<file path="config.mk">
export PLATFORM = sky130hd
export DESIGN_NAME = uart_tx_arbiter
export DESIGN_NICKNAME = d
export VERILOG_FILES = /design/src/rtl/uart_tx_arbiter.sv
export SDC_FILE = /design/constraint.sdc
export NUM_CORES = 1
export LEC_CHECK = 0
export CORE_ASPECT_RATIO = 1.4
export CORE_UTILIZATION = 51
export CTS_CLUSTER_DIAMETER = 120
export DETAILED_ROUTE_END_ITERATION = 10
export PLACE_DENSITY = 0.89
export SYNTH_ARGS = -nofsm -noshare
export SYNTH_HDL_FRONTEND = slang
export SYNTH_SLANG_ARGS = --single-unit
</file>
<file path="constraint.sdc">
create_clock -name SystemClk -period 2.1 [get_ports SystemClk]
set_clock_uncertainty 0.15 [all_clocks]
set_input_delay 0.63 -clock SystemClk [delete_from_list [all_inputs] [get_ports SystemClk]]
set_output_delay 0.63 -clock SystemClk [all_outputs]
set_load 0.005 [all_outputs]
</file>
<file path="src/rtl/uart_tx_arbiter.sv">
// Two-requester round-robin arbiter feeding an 8N1 UART transmitter.
// A granted byte is latched on the grant edge and shifted out LSB first on a registered tx line.
module uart_tx_arbiter #(
  parameter int BAUD_DIV = 326
) (
  input  logic       SystemClk,
  input  logic       Reset,
  input  logic       req0,
  input  logic [7:0] data0,
  output logic       gnt0,
  input  logic       req1,
  input  logic [7:0] data1,
  output logic       gnt1,
  output logic       tx,
  output logic       busy,
  output logic       owner
);

  typedef enum logic [1:0] {IDLE, START, DATA, STOP} state_t;

  localparam logic [8:0] BAUD_LAST = 9'(BAUD_DIV - 1);

  state_t      state_q, state_d;
  logic [8:0]  baud_q, baud_d;
  logic [2:0]  bit_q, bit_d;
  logic [7:0]  shift_q, shift_d;
  logic        owner_q, owner_d;
  logic        gnt0_q, gnt0_d;
  logic        gnt1_q, gnt1_d;
  logic        tx_q, tx_d;
  logic        bit_end;

  assign bit_end = (baud_q == BAUD_LAST);

  always_comb begin
    state_d = state_q;
    baud_d  = baud_q;
    bit_d   = bit_q;
    shift_d = shift_q;
    owner_d = owner_q;
    gnt0_d  = 1'b0;
    gnt1_d  = 1'b0;
    tx_d    = 1'b1;

    unique case (state_q)
      IDLE: begin
        baud_d = 9'd0;
        // On a tie, requester 0 wins only when requester 1 was served last.
        if (req0 && (!req1 || owner_q)) begin
          gnt0_d  = 1'b1;
          shift_d = data0;
          owner_d = 1'b0;
          bit_d   = 3'd0;
          state_d = START;
        end else if (req1) begin
          gnt1_d  = 1'b1;
          shift_d = data1;
          owner_d = 1'b1;
          bit_d   = 3'd0;
          state_d = START;
        end
      end
      START: begin
        baud_d = bit_end ? 9'd0 : baud_q + 9'd1;
        if (bit_end) state_d = DATA;
      end
      DATA: begin
        baud_d = bit_end ? 9'd0 : baud_q + 9'd1;
        if (bit_end) begin
          shift_d = {1'b0, shift_q[7:1]};
          if (bit_q == 3'd7) begin
            state_d = STOP;
          end else begin
            bit_d = bit_q + 3'd1;
          end
        end
      end
      STOP: begin
        baud_d = bit_end ? 9'd0 : baud_q + 9'd1;
        if (bit_end) state_d = IDLE;
      end
      default: state_d = IDLE;
    endcase

    // tx is derived from the next state so the registered line changes on the same edge as the state.
    unique case (state_d)
      START:   tx_d = 1'b0;
      DATA:    tx_d = shift_d[0];
      default: tx_d = 1'b1;
    endcase
  end

  always_ff @(posedge SystemClk or posedge Reset) begin
    if (Reset) begin
      state_q <= IDLE;
      baud_q  <= 9'd0;
      bit_q   <= 3'd0;
      shift_q <= 8'd0;
      owner_q <= 1'b1;
      gnt0_q  <= 1'b0;
      gnt1_q  <= 1'b0;
      tx_q    <= 1'b1;
    end else begin
      state_q <= state_d;
      baud_q  <= baud_d;
      bit_q   <= bit_d;
      shift_q <= shift_d;
      owner_q <= owner_d;
      gnt0_q  <= gnt0_d;
      gnt1_q  <= gnt1_d;
      tx_q    <= tx_d;
    end
  end

  assign gnt0  = gnt0_q;
  assign gnt1  = gnt1_q;
  assign tx    = tx_q;
  assign busy  = (state_q != IDLE);
  assign owner = owner_q;

endmodule

</file>
Yosys cells after proc, flatten, opt, wreduce, memory -nomap -nowiden
Cells that the tools add are included.

word-level totals
  register bits = 26
  latch bits = 0
  memory bits (writable) = 0
  bits in read-only memories = 0
  bits of input ports = 20
  output and inout port bits = 5
  word-level logic and storage cells = 58
  memories kept = 0

operators by class
  add/subtract/negate cells = 2
  multiply operators = 0
  div/mod/pow operators = 0
  order comparisons = 0
  eq/ne operators = 10
  shift operators = 0
  mux-type cells = 26
  bitwise logic cells = 0
  reductions and logical operators = 11

operators with widths
  operator             count
  $mux 8               3
  $pmux 9 s2           1
  $pmux 8 s2           1
  $mux 2               6
  $mux 3               4
  $add 9x1->9 const B  1
  $eq 9x9->1 const B   1
  $mux 9               1
  $pmux 2 s4           1
  $mux 1               7
  $eq 2x2->1 const B   3
  $pmux 3 s2           1
  $reduce_bool 2->1    3
  $eq 2x1->1 const B   2
  $ne 2x2->1 const B   2
  $reduce_and 4->1     1
  $add 3x1->3 const B  1
  $eq 3x3->1 const B   1
  $ne 3x3->1 const B   1
  $reduce_and 3->1     1
  $reduce_or 3->1      1
  $logic_not 2->1      1
  $pmux 1 s2           1
  $reduce_and 2->1     1
  3 further kinds      3

Logic depth before layout (Yosys ltp)
Gate-level depths: netlist (run 1).

  depth in word-level cells = 7
  mapped depth = 6
  depth with buffers taken out = 6

Least setup slack after synthesis (run 1)
OpenSTA, ideal clock, no wires.

  path kind = reg2reg
  from = register baud_q[4]
  to = register tx_q (netlist: tx)
  library setup time = 0.080 ns
  data arrival time = 1.628 ns
  path slack = 0.242 ns
  stages on the path, launching flop included = 6
  clock period less this slack = 1.858 ns
  path through = dfrtp_1 > or4b_1 > buf_2 > nor3_4 > a22oi_2 > a32oi_2

on the way
  word-level cells in the longest chain between the ends = 5
  elaborated cells between the ends (all ways) = 10

RTL lines
  what                                             RTL line    RTL
  from (decl)                                      24          logic [8:0] baud_q, baud_d;
  from (signal assigned)                           105         baud_q <= baud_d;
  $eq 9x9->1 *                                     33          assign bit_end = (baud_q == BAUD_LAST);
  $mux 2 (on tied branches)                        80, 65, 69
  $pmux 2 s4                                       45          unique case (state_q)
  $eq 2x2->1 / $eq 2x1->1 (equally long branches)  86          unique case (state_d)
  $pmux 1 s2 *                                     86
  net tx_d                                         30          logic tx_q, tx_d;
  to (signal assigned)                             111         tx_q <= tx_d;
  to (decl)                                        30

The timed path passes the listed nets; every way through them passes the cells marked *. The select of a mux whose other input is x is not followed.
A chain may end at the register's enable or synchronous reset.

Worst setup path after layout (run 1)
  from = register state_q[1]
  to = output busy

on the way
  word-level cells in the longest chain between the ends = 1

RTL lines
  what                    RTL line  RTL
  from (decl)             23        state_t state_q, state_d;
  from (signal assigned)  104       state_q <= state_d;
  $reduce_bool 2->1       118       assign busy = (state_q != IDLE);
  to (decl)               15        output logic busy,

No other way between the ends.

==> results.toml, run 1 <==
[outcome]
status = "complete, no violations"

[sta]
fin_crit_ns = 2.02
hold_violations = 0
max_freq_ghz = 0.495
final.setup.worst_slack_ns = 0.0794
rsz0062_at_grt = "false"
min_period_over_period_pct = 96.2
finalSetupViolCount = 0
slew_headroom_pct = 75.7
worstMarginPinSlew_ns = 0.363
finalMaxSlewViolations = 0
holdWs_ns = 0.373

[placement]
place_ws_ns = -0.172
place_area_sq_um = 1670
dp_hpwl_um = 2150
place_inst = 183
gp_congestion = 0.753
numPortBuffers = 24

[final_layout]
multi_input_area_sq_um = 657
stdcell_area_sq_um = 1740
final_nets = 181
regArea_sq_um = 653
final_cell_mix = "dfrtp_1, clkdlybuf4s50_1, nor2_1"
final_layout_size_suffix_gt1_share_pct = 24.4
final_common_cell = "dfrtp_1"
postLayoutCoreUtil_pct = 71.0
n_fill_cell = 192
syn_to_final_growth_pct = 28.5
stdcell_count = 190
diodes = 0

[critical_path]
critPathCaptureType = "output port"
r2r-end = "bit_q[0]$_DFFE_PP0P_"
cp_max_fo = 2
worst-setup-path-type = "flip-flop to output port"
cp-start-kind = "flip-flop"
arrival_ns = 1.24
rr_startpoint = "baud_q[1]$_DFF_PP0_"
r2r_slack_ns = 0.13
critPathRequiredTime_ns = 1.32
reg2reg_depth = 6

[floorplan]
core-area_sq_um = 2440
die_x_um = 45.5
ioPinCount = 25
die_area_sq_um = 2860
fp.dieH_um = 62.9
placementRows = 21
start_util_pct = 55.2

[synth]
async_reset_ff_share_pct = 100
syn_area_per_cell_sq_um = 11.3
netlist.top_cell.by_area = "dfrtp_1"
synthesis.area_sq_um = 1350
synth_cell_type_count = 47
ys_ff_latch = 26
yosys.area.top_type_share_pct = 44.5
synth_ff_type = "dfrtp_1"
synth_seq_area_share_pct = 48.4
yosysWarnings = 0
synth_cells = 120
yosys-top-cells-area = "dfrtp_1, a221o_2, nor2_1, dfstp_2, a32oi_1"
synth_edf_count = 0
synth_fp_nets = 144

[clock_tree]
htreeDepth = 1
hold_buffers = 0
clockRootBuffer = "clkbuf_4"
path_clk_slew_ns = 0.13
clock_latency_ns = 0.32
cts.sink_count = 26
cts_tree = "built"
cts_buffers = 3
clockBufferDepth = 2

[route]
dr.first_iter.drc_count = 17
routed_wl_um = 3000
first_pass_iters = 4
wire_per_inst_um = 15.8
vias = 1115
drc_errors = 0
routed_via_density = 5.87
ant_nets = 0

[global_routing]
grt_usage_pct = 23.7
grt_max_degree = 27
antenna_found_initial = 0
grt-ovfl-total = 0
grt_pass1_vias = 1213
grt_pass1_wl_um = 5030

[power_and_ir_drop]
ir_drop_uv = 573
power.density_nw_per_um2 = 682
leakagePower_nw = 0.765

[worst_hold_path]
hp-class = "flip-flop to flip-flop"
hp-start = "bit_q[2]$_DFFE_PP0P_"
hold_end = "bit_q[2]$_DFFE_PP0P_"
min_path_cells = 1

[job]
max_cap_violations = 0
-- cells by family (layout without fill, tap and decap cells) --
kind of cell	count (synthesis)	after routing	synth area share (%)
and+or+nand+nor	43	43	17.8
DFF	26	26	48.4
AOI/OAI and AO/OA	30	30	20.6
xor gates and xnor gates	8	8	5.19
muxes	1	1	0.834
buffers and inverters	8	44	3.52
adders and majority gates	4	4	3.71
-- layout make-up --
type                    count  area share, %
repair buffers             37           19.3
well taps                  34           2.45
multi-input cells          86           37.9
flip-flops and latches     26           37.6
inverters                   3          0.721
clock buffers               4           2.09
-- state kept, by name (all words and copies together) (netlist names) --
| register | count |
|---|---|
| baud_q | 9 |
| shift_q | 8 |
| bit_q | 3 |
| state_q | 2 |
| gnt0 | 1 |
| gnt1 | 1 |
| owner | 1 |
| tx | 1 |
-- cell usage after synthesis, types with 2 or more instances --
cell and count:
a221o_1 2, a221o_2 6, a22o_1 2, a31oi_1 2
a32oi_1 6, and3_1 2, buf_4 2, dfrtp_1 24
dfstp_2 2, ha_1 4, inv_1 2, nand2_1 3
nand3_1 5, nand4_1 2, nor2_1 17, nor3_1 2
xnor2_1 2, xor2_1 6
-- what timing repair did --
| item | in CTS | in global routing |
|---|---|---|
| pin swaps | 1 | 0 |
| gates cloned | 0 | 0 |
| setup endpoints to repair | 3 | 1 |
| buffers inserted | 3 | 0 |
| resized for setup | 5 | 1 |
-- report_power, final --
part / leakage (nW) / switching, mW / internal [mW] / total [mW]
clock network: 0.0210 / 0.143 / 0.106 / 0.249
logic: 0.419 / 0.109 / 0.140 / 0.249
registers: 0.325 / 0.100 / 0.584 / 0.684
-- per-stage QoR --
stage	total power [mW]	setup TNS (ns)
final	1.18	0
after global routing	1.25	0
after CTS	1.19	0
after detailed placement	0.939	-1.64
after global placement	0.919	-1.20
after floorplan	0.837	0
-- routing by layer --
metal / global-route usage [%] / wire length [um] / share of wire [%]
met4: 11.4 / 45 / 1.5
met1: 25.0 / 1170 / 39
met5: 0 / 0 / 0
met3: 2.60 / 133 / 4.4
met2: 43.0 / 1640 / 55
-- worst max-delay path, cell delays in order, from the launching register on --
cell,delay [ns]
dfrtp_1,0.45
nor2_4,0.15
clkinv_2,0.07
dlygate4sd2_1,0.26
-- how the worst max path moves through the flow --
stage / slack [ns] / startpoint / to / cells after the start
after floorplan: 0.24 / baud_q[4]$_DFF_PP0_ / tx$_DFF_PP1_ / 5
after global placement: -0.13 / req1 / shift_q[2]$_DFFE_PP0P_ / 5
after detailed placement: -0.17 / req1 / shift_q[2]$_DFFE_PP0P_ / 5
after CTS: 0.08 / state_q[1]$_DFF_PP0_ / busy / 3
after global routing: 0.02 / state_q[1]$_DFF_PP0_ / busy / 3
final: 0.08 / state_q[1]$_DFF_PP0_ / busy / 3
Power figures use the tool's default switching activity.
==> inputs of run 2 (changes only) <==
--- a/config.mk
+++ b/config.mk
@@ -5,6 +5,7 @@
 export SDC_FILE = /design/constraint.sdc
 export NUM_CORES = 1
 export LEC_CHECK = 0
+export CAP_MARGIN = 20
 export CORE_ASPECT_RATIO = 1.4
 export CORE_UTILIZATION = 51
 export CTS_CLUSTER_DIAMETER = 120
==> results of run 2 <==
No change in the layout: final DEF, timing and power equal those of run 1.
==> inputs of run 3 (changes only) <==
--- a/config.mk
+++ b/config.mk
@@ -7,10 +7,10 @@
 export LEC_CHECK = 0
 export CAP_MARGIN = 20
 export CORE_ASPECT_RATIO = 1.4
-export CORE_UTILIZATION = 51
+export CORE_UTILIZATION = 55
 export CTS_CLUSTER_DIAMETER = 120
 export DETAILED_ROUTE_END_ITERATION = 10
-export PLACE_DENSITY = 0.89
+export PLACE_DENSITY = 0.94
 export SYNTH_ARGS = -nofsm -noshare
 export SYNTH_HDL_FRONTEND = slang
 export SYNTH_SLANG_ARGS = --single-unit
==> constraint.sdc (replaced) <==
create_clock -name SystemClk -period 2.6 [get_ports SystemClk]
set_clock_uncertainty 0.15 [all_clocks]
set_input_delay 0.78 -clock SystemClk [delete_from_list [all_inputs] [get_ports SystemClk]]
set_output_delay 0.78 -clock SystemClk [all_outputs]
set_load 0.005 [all_outputs]
==> results.toml, run 3 (synthesis gave the netlist of run 1 again) <==
[outcome]
status = "finished, violations left"
violations = "design-rule violations"

[sta]
hold_violations = 0
finalSetupViolCount = 0
final.setup.worst_slack_ns = 0.120
holdWs_ns = 0.381
slew_headroom_pct = 58.8
rsz0062_at_grt = "false"
min_period_over_period_pct = 95.4
worstMarginPinSlew_ns = 0.609
max_freq_ghz = 0.403
tns_ns = 0
finalMaxSlewViolations = 0
fin_crit_ns = 2.48

[clock_tree]
cts_setup_buffers = 0
clockRootBuffer = "clkbuf_4"
cts_buffers = 3
htreeDepth = 1
cts.sink_count = 26
clock_latency_ns = 0.32
ctsResizeCount = 0
path_clk_slew_ns = 0.13
clockBufferDepth = 2
cts_tree = "built"
hold_buffers = 0

[floorplan]
core-area_sq_um = 2250
fp.dieH_um = 60.6
die_x_um = 43.9
die_area_sq_um = 2660
start_util_pct = 59.9
ioPinCount = 25
placementRows = 20

[final_layout]
postLayoutCoreUtil_pct = 72.7
final_layout_size_suffix_gt1_share_pct = 17.7
stdcell_count = 169
final_cell_mix = "dfrtp_1, clkdlybuf4s50_1, nor2_1"
largest_reg_flops = 9
largestRegisters = "baud_q x9, shift_q x8, bit_q x3"
diodes = 0
stdcell_area_sq_um = 1640
final_nets = 172
largest-register = "baud_q"
syn_to_final_growth_pct = 21.3

[power_and_ir_drop]
ir_drop_uv = 443
leakagePower_nw = 0.708
power.density_nw_per_um2 = 561
finalPower_uw = 918

[route]
dr.first_iter.drc_count = 43
routed_wl_um = 2720
first_pass_iters = 7
wire_per_inst_um = 16.1
routed_via_density = 6.19
drc_errors = 5
ant_nets = 0
vias = 1046

[critical_path]
r2r-end = "shift_q[7]$_DFFE_PP0P_"
endpoint = "busy"
critPathSlowestCell = "dfrtp_1"
r2r_slack_ns = 0.44
cp_max_fo = 9
cp-start-kind = "flip-flop"
worst-setup-path-type = "flip-flop to output port"
arrival_ns = 1.55
critPathRequiredTime_ns = 1.67
cp-startpoint = "state_q[1]$_DFF_PP0_"
crit_chain = "nor2_1 > clkinv_1 > clkdlybuf4s50_1"
critPathMaxStageDelay_ns = 0.50
critPathCaptureType = "output port"
rr_startpoint = "baud_q[4]$_DFF_PP0_"
reg2reg_depth = 4

[placement]
place_ws_ns = 0.166
place_area_sq_um = 1610
dp_hpwl_um = 1970
place_inst = 165
numPortBuffers = 24
gp_congestion = 0.794

[global_routing]
grt_usage_pct = 22.9
grt_pass1_vias = 1069
antenna_found_initial = 0
grt_pass1_wl_um = 4600
grt_max_degree = 27
grt-ovfl-total = 0

[worst_hold_path]
hp-class = "flip-flop to flip-flop"

[job]
max_cap_violations = 0
-- run 3: cell types whose count changed in the layout (fill, tap and decap cells not counted), sizes merged --
cell	change
buf	-9
clkdlybuf4s50	+3
dlygate4sd2	-3
-- run 3: layout make-up --
cell class	count	area (sq um)
Clock buffer	4	26.3
Fill cell	156	614
Inverter	3	11.3
Multi-Input combinational cell	86	649
Sequential cell	26	653
Tap cell	22	27.5
Timing Repair Buffer	28	270
-- run 3: metal layers --
| layer | track usage, % | up-vias | routed length [um] |
|---|---|---|---|
| li1 | - | 507 | - |
| met1 | 27.2 | 502 | 1140 |
| met2 | 42.2 | 33 | 1400 |
| met3 | 2.98 | 4 | 151 |
| met4 | 8.23 | 0 | 29 |
| met5 | 0 | - | 0 |
-- run 3: worst max-delay path, delay by kind of cell, from the launching register on --
kind | cells | cell delay [ns]
buffers and inverters | 2 | 0.55
and+or+nand+nor | 1 | 0.17
DFF | 1 | 0.50
-- run 3: worst min path at each step --
| stage | startpoint | end | cells past startpoint |
|---|---|---|---|
| final | bit_q[2]$_DFFE_PP0P_ | bit_q[2]$_DFFE_PP0P_ | 1 |
| after global routing | bit_q[2]$_DFFE_PP0P_ | bit_q[2]$_DFFE_PP0P_ | 1 |
| after CTS | bit_q[2]$_DFFE_PP0P_ | bit_q[2]$_DFFE_PP0P_ | 1 |
| after detailed placement | bit_q[2]$_DFFE_PP0P_ | bit_q[2]$_DFFE_PP0P_ | 1 |
| after global placement | bit_q[1]$_DFFE_PP0P_ | bit_q[1]$_DFFE_PP0P_ | 1 |
| after floorplan | bit_q[1]$_DFFE_PP0P_ | bit_q[1]$_DFFE_PP0P_ | 1 |
-- run 3: report_power, final --
| part | switching [mW] | internal, mW |
|---|---|---|
| clock | 0.117 | 0.0602 |
| sequential | 0.0801 | 0.472 |
| combinational | 0.0820 | 0.107 |
| total | 0.279 | 0.640 |
